`src/rtl/csr_mem_regs.sv`:
```
// Machine timer / software-interrupt register block (msip, mtime, mtimecmp)
// answering single-word CSR-port accesses with a one-cycle acknowledge.
module csr_mem_regs #(
    parameter int DATA_SIZE    = 32,
    parameter int CLOCK_CYCLES = 1
) (
    input  logic                 clock,
    input  logic                 reset,
    input  logic                 csr_mem_rd_en,
    input  logic                 csr_mem_wr_en,
    input  logic [2:0]           csr_mem_addr,
    input  logic [DATA_SIZE-1:0] csr_mem_wr_data,
    output logic [DATA_SIZE-1:0] csr_mem_rd_data,
    output logic                 csr_mem_ack,
    output logic                 msip,
    output logic                 mtip
);

    localparam int PW = (CLOCK_CYCLES > 1) ? $clog2(CLOCK_CYCLES) : 1;
    localparam logic [PW-1:0] PRESC_MAX = PW'(CLOCK_CYCLES - 1);

    localparam logic [1:0] ST_IDLE = 2'd0;
    localparam logic [1:0] ST_ACK  = 2'd1;
    localparam logic [1:0] ST_HOLD = 2'd2;

    localparam logic [1:0] SEL_MSIP  = 2'b00;
    localparam logic [1:0] SEL_MTIME = 2'b10;
    localparam logic [1:0] SEL_MTCMP = 2'b11;

    logic [1:0]           state_q, state_d;
    logic                 msip_q, msip_d;
    logic [63:0]          mtime_q, mtime_d;
    logic [63:0]          mtimecmp_q, mtimecmp_d;
    logic [PW-1:0]        presc_q, presc_d;
    logic [DATA_SIZE-1:0] rd_data_q, rd_data_d;
    logic                 ack_q, ack_d;
    logic                 mtip_q, mtip_d;

    logic        req;
    logic        accept;
    logic        tick;
    logic        upper;
    logic [63:0] wdata64;
    logic [63:0] rsel;

    // At 32-bit width the upper address bit picks which half is replaced.
    function automatic logic [63:0] merge_word(input logic [63:0] old,
                                               input logic [63:0] wdata,
                                               input logic        hi);
        if (DATA_SIZE == 64) begin
            return wdata;
        end else if (hi) begin
            return {wdata[31:0], old[31:0]};
        end else begin
            return {old[63:32], wdata[31:0]};
        end
    endfunction

    function automatic logic [DATA_SIZE-1:0] read_word(input logic [63:0] val,
                                                       input logic        hi);
        if (DATA_SIZE == 64) begin
            return DATA_SIZE'(val);
        end else if (hi) begin
            return DATA_SIZE'(val[63:32]);
        end else begin
            return DATA_SIZE'(val[31:0]);
        end
    endfunction

    always_comb begin
        req        = csr_mem_rd_en | csr_mem_wr_en;
        accept     = (state_q == ST_IDLE) && req;
        upper      = csr_mem_addr[2];
        wdata64    = 64'(csr_mem_wr_data);

        state_d    = state_q;
        msip_d     = msip_q;
        mtimecmp_d = mtimecmp_q;
        rd_data_d  = rd_data_q;
        ack_d      = 1'b0;

        tick       = (presc_q == PRESC_MAX);
        presc_d    = tick ? '0 : presc_q + PW'(1);
        mtime_d    = tick ? mtime_q + 64'd1 : mtime_q;
        mtip_d     = (mtime_q >= mtimecmp_q);

        unique case (state_q)
            ST_IDLE: if (accept) begin
                state_d = ST_ACK;
                ack_d   = 1'b1;
            end
            ST_ACK:  state_d = ST_HOLD;
            ST_HOLD: if (!req) state_d = ST_IDLE;
            default: state_d = ST_IDLE;
        endcase

        rsel = '0;
        unique case (csr_mem_addr[1:0])
            SEL_MSIP:  rsel = {63'd0, msip_q};
            SEL_MTIME: rsel = mtime_q;
            SEL_MTCMP: rsel = mtimecmp_q;
            default:   rsel = '0;
        endcase

        // A simultaneous read+write is a write and returns zero; a register
        // write overrides the tick for that cycle.
        if (accept) begin
            rd_data_d = csr_mem_wr_en ? '0 : read_word(rsel, upper);
            if (csr_mem_wr_en) begin
                unique case (csr_mem_addr[1:0])
                    SEL_MSIP:  msip_d     = csr_mem_wr_data[0];
                    SEL_MTIME: mtime_d    = merge_word(mtime_q, wdata64, upper);
                    SEL_MTCMP: mtimecmp_d = merge_word(mtimecmp_q, wdata64, upper);
                    default:   ;
                endcase
            end
        end
    end

    always_ff @(posedge clock) begin
        if (!reset) begin
            state_q    <= ST_IDLE;
            msip_q     <= 1'b0;
            mtime_q    <= '0;
            mtimecmp_q <= '1;
            presc_q    <= '0;
            rd_data_q  <= '0;
            ack_q      <= 1'b0;
            mtip_q     <= 1'b0;
        end else begin
            state_q    <= state_d;
            msip_q     <= msip_d;
            mtime_q    <= mtime_d;
            mtimecmp_q <= mtimecmp_d;
            presc_q    <= presc_d;
            rd_data_q  <= rd_data_d;
            ack_q      <= ack_d;
            mtip_q     <= mtip_d;
        end
    end

    assign csr_mem_rd_data = rd_data_q;
    assign csr_mem_ack     = ack_q;
    assign msip            = msip_q;
    assign mtip            = mtip_q;

endmodule

```
`config.mk`:
```
export PLATFORM = sky130hd
export DESIGN_NAME = csr_mem_regs
export DESIGN_NICKNAME = d
export VERILOG_FILES = /design/src/rtl/csr_mem_regs.sv
export SDC_FILE = /design/constraint.sdc
export NUM_CORES = 1
export LEC_CHECK = 0
export BUFFER_PORTS_ARGS = -buffer_cell sky130_fd_sc_hd__buf_2
export CELL_PAD_IN_SITES_DETAIL_PLACEMENT = 1
export CELL_PAD_IN_SITES_GLOBAL_PLACEMENT = 2
export CORE_MARGIN = 3
export CORE_UTILIZATION = 41
export CTS_BUF_LIST = sky130_fd_sc_hd__clkbuf_8
export DETAILED_ROUTE_END_ITERATION = 12
export GPL_TIMING_DRIVEN = 0
export PLACE_DENSITY = 0.95
export RECOVER_POWER = 100
export SKIP_LAST_GASP = 1
export SLEW_MARGIN = 10
export SYNTH_ARGS = -nofsm -noshare
export SYNTH_HDL_FRONTEND = slang
export SYNTH_SLANG_ARGS = --single-unit
```
`constraint.sdc`:
```
create_clock -name clock -period 4.6 [get_ports clock]
set_clock_uncertainty 0.15 [all_clocks]
set_input_delay 0.46 -clock clock [delete_from_list [all_inputs] [get_ports clock]]
set_output_delay 0.46 -clock clock [all_outputs]
set_load 0.01 [all_outputs]
```
==> results of run 1 <==
area by class of cell:
| class | count | area, um^2 |
|---|---|---|
| inverter | 75 | 282 |
| multi-input combinational | 820 | 5720 |
| buffer | 69 | 264 |
| timing repair buffer | 70 | 305 |
| clock buffer | 18 | 248 |
| clock inverter | 14 | 160 |
| tap | 313 | 392 |
| sequential | 166 | 3320 |
| fill | 2856 | 12200 |
layer usage:
| layer | track usage | up-vias | wire length, um |
|---|---|---|---|
| met5 | 0 | - | 0 |
| met1 | 0.398 | 4810 | 16700 |
| met3 | 0.0682 | 78 | 2870 |
| li1 | - | 4366 | - |
| met2 | 0.462 | 390 | 16700 |
| met4 | 0.103 | 0 | 1110 |
through the flow:
stage	hold WS (ns)	area, um^2
4_1_cts	0.0878	10800
2_1_floorplan	0.318	9600
3_3_place_gp	0.332	10300
3_5_place_dp	0.347	10300
5_1_grt	0.0851	10700
6_report	0.0943	10700
flip-flops by register name, summed over array words and instances, names as in the netlist:
| signal | flops |
|---|---|
| csr_mem_ack | 1 |
| csr_mem_rd_data | 32 |
| msip | 1 |
| mtime_q | 64 |
| mtimecmp_q | 64 |
| mtip | 1 |
| presc_q | 1 |
| state_q | 2 |
cells in the final DEF (no fill, tap or decap), types with 37 or more instances in the layout:
cell / instances
a21oi_1: 71
buf_2: 37
clkbuf_1: 101
dfxtp_1: 166
ha_1: 65
inv_1: 77
nand2_1: 150
nor2_1: 77
o211ai_1: 73
o21ai_0: 46
report_power, final:
group	switching [mW]	internal, mW	total (mW)	leakage (nW)
Sequential	0.0575	1.49	1.54	1.35
Combinational	0.255	0.140	0.395	2.74
Clock	0.611	0.548	1.16	0.215
worst paths after layout:
| path | endpoint | slack [ns] | cells after the start | from |
|---|---|---|---|---|
| worst max register to register | mtime_q[53] | 0.96 | 7 | state_q[1] |
| worst max-delay path | mtime_q[53] | 0.96 | 7 | state_q[1] |
| worst min register to register | csr_mem_rd_data[23] | 0.36 | 2 | csr_mem_rd_data[23] |
| worst min-delay path | mtime_q[23] | 0.09 | 3 | csr_mem_wr_data[23] |
kinds of logic (layout without fill, tap and decap cells):
group | count (synthesis) | count (layout) | share of synthesized area
muxes | 56 | 56 | 0.101
and+or+nand+nor | 386 | 386 | 0.192
DFF | 166 | 166 | 0.346
xor gates and xnor gates | 17 | 17 | 0.0155
AOI/OAI and AO/OA | 295 | 295 | 0.203
buffers and inverters | 144 | 246 | 0.0573
adders and majority gates | 65 | 65 | 0.0847
other | 1 | 1 | 0.000391
worst reg2reg max path: cells and delay by family (launching register included):
| kind | cells | cell delay [ns] |
|---|---|---|
| DFF | 1 | 0.35 |
| and+or+nand+nor | 3 | 1.62 |
| buffers and inverters | 2 | 1.04 |
| AOI/OAI and AO/OA | 2 | 0.41 |
==> flow_summary.json, run 1 <==
{
  "status": "complete, but fails checks",
  "violations": "capacitance limit, slew limit",
  "synth_seq_cells": 166,
  "start_util": 0.420,
  "via_per_inst": 6.24,
  "holdBufCountCts": 0,
  "synth_area_um2": 9600,
  "coreArea_um2": 22800,
  "finalSetupTns_ns": 0,
  "synth_most_common_cell": "dfxtp_1",
  "pin_count": 74,
  "power_mw": 3.10,
  "vdd_ir_drop_max_v": 0.000171,
  "syn_nets": 1234,
  "slowest_delay_ns": 0.74,
  "grt_usage": 0.294,
  "htree_levels": 4,
  "area_growth_pct": 11.4,
  "grt_pass1_wl_um": 58400,
  "clk_pin_slew_ns": 0.10,
  "required_ns": 4.86,
  "via_count": 9644,
  "path_class": "reg -> reg",
  "die_w_um": 159,
  "yosys-top-cells-area": "dfxtp_1, ha_1, mux4_2",
  "post-route-drc-count": 0,
  "drive_above_1_share": 0.0974,
  "wl_per_cell_um": 24.2,
  "clk_latency_ns": 0.49,
  "final_hold_viol_count": 0,
  "rsz0062_at_grt": "false",
  "yosys_most_used_dff": "dfxtp_1",
  "maxSlewHeadroom": -0.0787,
  "worst-path-buf-inv": 2,
  "endpoint_kind": "flop",
  "place_inst": 1513,
  "antenna_found_initial": 0,
  "final_util": 0.468,
  "ys_seq_area_frac": 0.346,
  "synth_enable_flop_cells": 0,
  "overflow": 0,
  "arrival_ns": 3.90,
  "syn_area_per_cell_um2": 8.50,
  "path_max_fanout": 10,
  "yosysTopAreaCell": "dfxtp_1",
  "synthDistinctLibCells": 63,
  "cts_setup_buffers": 0,
  "fin_ws_ns": 0.962,
  "dr.pass1.iters": 5,
  "worst_pin_slew_ns": 1.60,
  "grt_pass1_vias": 9959,
  "p_leak_nw": 4.30,
  "critPathTopFamily": "simple AND/OR/NAND/NOR gates",
  "crit_path_start_kind": "flop",
  "cts_tree": "yes",
  "io_buffers": 69,
  "layout_min_cycle_time_ns": 3.64,
  "power_density_nw_per_um2": 290,
  "rows": 55,
  "dp_hpwl_um": 28200,
  "wirelength_um": 37400,
  "first_iter_violations": 955,
  "ctsResizeCount": 0,
  "routabilityCongestion": 0.909,
  "fp.dieH_um": 159,
  "synthArstFlopShare": 0,
  "dieArea_um2": 25300,
  "antennaDiodeCount": 0,
  "synth_top_area_share": 0.346,
  "root_buffer": "clkbuf_8",
  "netlist_instances": 1130,
  "grt_max_degree": 17,
  "path_cells": "nor4b_1 > nand2_1 > clkbuf_1 > nor2_1 > clkbuf_1 > o21ai_0 > a31oi_1",
  "yosysWarningCount": 0,
  "dp_slack_ns": 0.857,
  "synth_commonest_cells": "dfxtp_1, nand2_1, nor2_1, inv_1, o211ai_1",
  "layout.nets": 1323,
  "clockBufferDepth": 2,
  "path_common_cell": "clkbuf_1",
  "setup-violations-final": 0,
  "final_max_slew_viol_count": 10,
  "cts_made_buffers": 17,
  "critPathSlowestCell": "nor2_1",
  "ant_nets": 0,
  "fmax_mhz": 275,
  "post-route-period-util": 0.791,
  "hold_path.class": "in -> reg",
  "cts_sinks": 166,
  "cap_viol_max_count": 1,
  "fin_cells": 1545
}
No activity file was read; power rests on OpenSTA's default activity.
==> run 2: changes to the inputs <==
Settings changed: CORE_UTILIZATION 41 to 35, PLACE_DENSITY 0.95 to 0.88.
Clock period 4.6 ns to 3.21 ns, I/O delays scaled along.
==> flow_summary.json, run 2 (synthesized netlist as in run 1, its figures left out) <==
{
  "cts_setup_buffers": 0,
  "final_max_slew_viol_count": 0,
  "clockBufferDepth": 2,
  "grt_pass1_vias": 9853,
  "via_count": 9714,
  "coreArea_um2": 26500,
  "grt_pass1_wl_um": 58500,
  "via_per_inst": 6.11,
  "hold_path.class": "in -> reg",
  "root_buffer": "clkbuf_8",
  "status": "complete, no violations",
  "path_cells": "nor2_1 > o21ai_1 > nor3_1 > clkbuf_1 > a22oi_1 > nor2_1",
  "pwr-share-seq": 0.512,
  "comb_power_share": 0.137,
  "start_util": 0.362,
  "power_frac_clock": 0.351,
  "p_leak_nw": 4.41,
  "post-route-drc-count": 0,
  "fmax_mhz": 321,
  "rows": 59,
  "m1WireLength_um": 17000,
  "grt_max_degree": 17,
  "final_common_cell": "dfxtp_1",
  "grt_usage": 0.261,
  "dieArea_um2": 29500,
  "drive_above_1_share": 0.107,
  "path_class": "reg -> reg",
  "wl_met2_um": 17100,
  "cap_viol_max_count": 0,
  "final_hold_viol_count": 0,
  "path_max_fanout": 10,
  "arrival_ns": 3.38,
  "ant_nets": 0,
  "layout.nets": 1347,
  "cts_made_buffers": 17,
  "setup-violations-final": 0,
  "wirelength_um": 38100,
  "antennaDiodeCount": 0,
  "wl_per_cell_um": 24.0,
  "dp_hpwl_um": 28700,
  "antenna_found_initial": 2,
  "clk_latency_ns": 0.48,
  "slowest_delay_ns": 1.19,
  "io_buffers": 69,
  "nFillCells": 3229,
  "worst_pin_slew_ns": 1.39,
  "crit_path_start_kind": "flop",
  "power_density_nw_per_um2": 394,
  "routabilityCongestion": 0.928,
  "htree_levels": 4,
  "switchingPower_mw": 1.36,
  "fin_cells": 1591,
  "endpoint_kind": "flop",
  "critPathSlowestCell": "nor3_1",
  "place_inst": 1534,
  "path_common_cell": "nor2_1",
  "cts_sinks": 166,
  "layout_min_cycle_time_ns": 3.12,
  "cts_tree": "yes",
  "maxSlewHeadroom": 0.0674,
  "p_int_mw": 2.97,
  "die_w_um": 172,
  "switching_share": 0.314,
  "post-route-period-util": 0.972,
  "clk_pin_slew_ns": 0.10,
  "layout_common_cells": "dfxtp_1, nand2_1, clkbuf_1",
  "routed.top_layer": "met5",
  "fp.dieH_um": 172,
  "route.met3.wl_um": 2900,
  "first_iter_violations": 864,
  "vdd_ir_drop_max_v": 0.000214,
  "area_growth_pct": 14.3,
  "dp_slack_ns": -0.469,
  "power_mw": 4.33,
  "fin_ws_ns": 0.0909,
  "dr.pass1.iters": 5,
  "pin_count": 74,
  "required_ns": 3.47,
  "overflow": 0
}
run 2: cell types whose count changed in the layout (fill, tap and decap cells not counted), sizes merged:
cell	before	now
inv	78	80
clkinv	7	4
bufinv	3	1
buf	37	38
clkinvlp	1	5
dlygate4sd3	0	25
clkbuf	120	117
run 2: worst max-delay path, delay by kind of cell, from the launching register on:
family	cells	cell delay (ns)
simple gates	3	1.45
buf+inv	1	0.56
compound gates	2	0.52
flops	1	0.36
run 2: area by class of cell:
type                            instances  area, um^2  share of cell area
Buffer                                 69         270              0.0246
Clock buffer                           17         234              0.0213
Clock inverter                         15         130              0.0119
Inverter                               75         282              0.0256
Multi-Input combinational cell        820        5770               0.525
Sequential cell                       166        3320               0.303
Tap cell                              335         419              0.0382
Timing Repair Buffer                   94         552              0.0503
run 2: layer usage:
layer / vias up / track usage
li1: 4411 / -
met1: 4893 / 0.349
met2: 340 / 0.409
met3: 68 / 0.0678
met4: 2 / 0.0882
met5: - / 0
run 2: worst paths after layout:
kind | start | slack (ns) | to | cells after the start
max | state_q[1] | 0.09 | csr_mem_rd_data[23] | 6
min | csr_mem_wr_data[11] | 0.02 | mtimecmp_q[11] | 3
max reg2reg | state_q[1] | 0.09 | csr_mem_rd_data[23] | 6
min reg2reg | msip | 0.36 | msip | 2
run 2: power by group through the flow:
stage / Combinational (mW) / Clock [mW] / Sequential, mW
2_1_floorplan: 0.334 / 0 / 2.24
3_3_place_gp: 0.549 / 0 / 2.25
3_5_place_dp: 0.562 / 0 / 2.26
4_1_cts: 0.589 / 1.54 / 2.21
5_1_grt: 0.645 / 1.63 / 2.22
6_report: 0.593 / 1.52 / 2.21
run 2: repair_timing:
item | CTS | global route
hold endpoints to repair | 49 | 1
endpoints found under the setup margin | 36 | 15
pin swaps | 0 | 1
hold buffers | 24 | 1
resized for setup | 5 | 4
run 2: metrics by stage:
stage | cell area, um^2 | utilization | setup TNS (ns) | hold WS [ns]
6_report | 11000 | 0.414 | 0 | 0.0167
5_1_grt | 11000 | 0.414 | -0.00523 | 0.0154
4_1_cts | 11000 | 0.415 | 0 | 0.00117
3_5_place_dp | 10400 | 0.391 | -11.08 | 0.339
3_3_place_gp | 10400 | 0.391 | -9.79 | 0.331
2_1_floorplan | 9600 | - | 0 | 0.299
==> run 3: changes to the inputs <==
Settings changed: CORE_UTILIZATION 35 to 34, CTS_BUF_LIST sky130_fd_sc_hd__clkbuf_8 to unset, GPL_TIMING_DRIVEN 0 to unset, PLACE_DENSITY 0.88 to 0.86, SLEW_MARGIN 10 to 20.
==> flow_summary.json, run 3 (synthesized netlist as in run 1, its figures left out) <==
{
  "rsz0062_at_grt": "false",
  "via_per_inst": 5.83,
  "regArea_um2": 3320,
  "vdd_ir_drop_max_v": 0.000302,
  "grt_pass1_wl_um": 52800,
  "routabilityCongestion": 0.874,
  "cap_viol_max_count": 2,
  "grt_usage": 0.218,
  "status": "complete, but fails checks",
  "fin_cells": 1570,
  "hold_path.class": "in -> reg",
  "overflow": 0,
  "antenna_found_initial": 0,
  "drive_above_1_share": 0.127,
  "violations": "capacitance limit, slew limit",
  "finalSetupTns_ns": 0,
  "clk_pin_slew_ns": 0.08,
  "cts_made_buffers": 17,
  "arrival_ns": 3.04,
  "worst_pin_slew_ns": 1.91,
  "grt_pass1_vias": 9135,
  "dr.pass1.iters": 4,
  "io_buffers": 73,
  "start_util": 0.351,
  "layout_min_cycle_time_ns": 2.87,
  "antennaDiodeCount": 0,
  "ctsResizeCount": 0,
  "path_max_fanout": 28,
  "multi_input_area_um2": 5750,
  "endpoint_kind": "flop",
  "path_class": "reg -> reg",
  "fp.dieH_um": 174,
  "die_w_um": 174,
  "required_ns": 3.37,
  "final_common_cell": "dfxtp_1",
  "htree_levels": 4,
  "post-route-drc-count": 0,
  "fmax_mhz": 348,
  "holdBufCountCts": 0,
  "wl_per_cell_um": 21.2,
  "layout_common_cells": "dfxtp_1, nand2_1, inv_1, nor2_1, o211ai_1",
  "cts_sinks": 166,
  "dp_hpwl_um": 23600,
  "final_max_slew_viol_count": 69,
  "clockBufferDepth": 2,
  "pin_count": 74,
  "wirelength_um": 33200,
  "setup-violations-final": 0,
  "first_iter_violations": 613,
  "ant_nets": 0,
  "p_leak_nw": 4.45,
  "layout.nets": 1289,
  "via_count": 9147,
  "area_growth_pct": 14.4,
  "nFillCells": 3293,
  "maxSlewHeadroom": -0.273,
  "cts_setup_buffers": 0,
  "rows": 60,
  "coreArea_um2": 27300,
  "power_density_nw_per_um2": 451,
  "cts_tree": "yes",
  "post-route-period-util": 0.895,
  "clk_latency_ns": 0.44,
  "crit_path_start_kind": "flop",
  "final_util": 0.402,
  "place_inst": 1538,
  "grt_max_degree": 65,
  "dieArea_um2": 30300,
  "root_buffer": "clkbuf_16",
  "final_hold_viol_count": 0
}
run 3: cell count changes in the layout (fill, tap and decap cells not counted), sizes merged:
cell         before  now
clkbuf          117   64
dlygate4sd3      25    0
buf              38   59
clkinvlp          5    2
bufinv            1    3
clkinv            4    5
inv              80   79
run 3: layout make-up:
class	count	area share
multi-input cells	820	0.523
inverters	75	0.0256
repair buffers	105	0.0507
clock inverters	14	0.0157
flip-flops and latches	166	0.303
well taps	372	0.0424
clock buffers	18	0.0400
run 3: metrics by stage:
stage / hold WS (ns) / power [mW] / instance area (um^2) / setup slack [ns]
2_1_floorplan: 0.299 / 2.57 / 9600 / 0.896
3_3_place_gp: 0.332 / 2.78 / 10500 / 0.488
3_5_place_dp: 0.341 / 2.80 / 10500 / 0.470
4_1_cts: 0.00278 / 5.00 / 11100 / 0.453
5_1_grt: 0.0229 / 5.15 / 11000 / 0.127
6_report: 0.0186 / 4.95 / 11000 / 0.338
run 3: layer usage:
metal / part of all wire / up-vias / track usage
met5: 0 / - / 0
met4: 0.013 / 0 / 0.0523
met3: 0.037 / 38 / 0.0297
met2: 0.47 / 191 / 0.356
met1: 0.48 / 4619 / 0.305
li1: - / 4299 / -
run 3: final timing paths:
kind                       startpoint          end  slack [ns]  cells past startpoint
setup / recovery           state_q[1]  mtime_q[15]        0.34                      7
hold / removal    csr_mem_wr_data[23]  mtime_q[23]        0.02                      3
setup reg to reg           state_q[1]  mtime_q[15]        0.34                      7
hold reg to reg                  msip         msip        0.36                      2
run 3: worst max-delay path, stage by stage (launching register included):
cell and delay, ns:
dfxtp_1 0.35, or4b_2 0.73, nor2_1 0.62, nand2_1 0.14
buf_4 0.30, o211a_1 0.18, a211oi_1 0.20, nor2_1 0.07
run 3: where the power goes:
group / internal, mW / switching [mW]
clock network: 1.25 / 0.949
logic: 0.203 / 0.329
registers: 2.13 / 0.0814
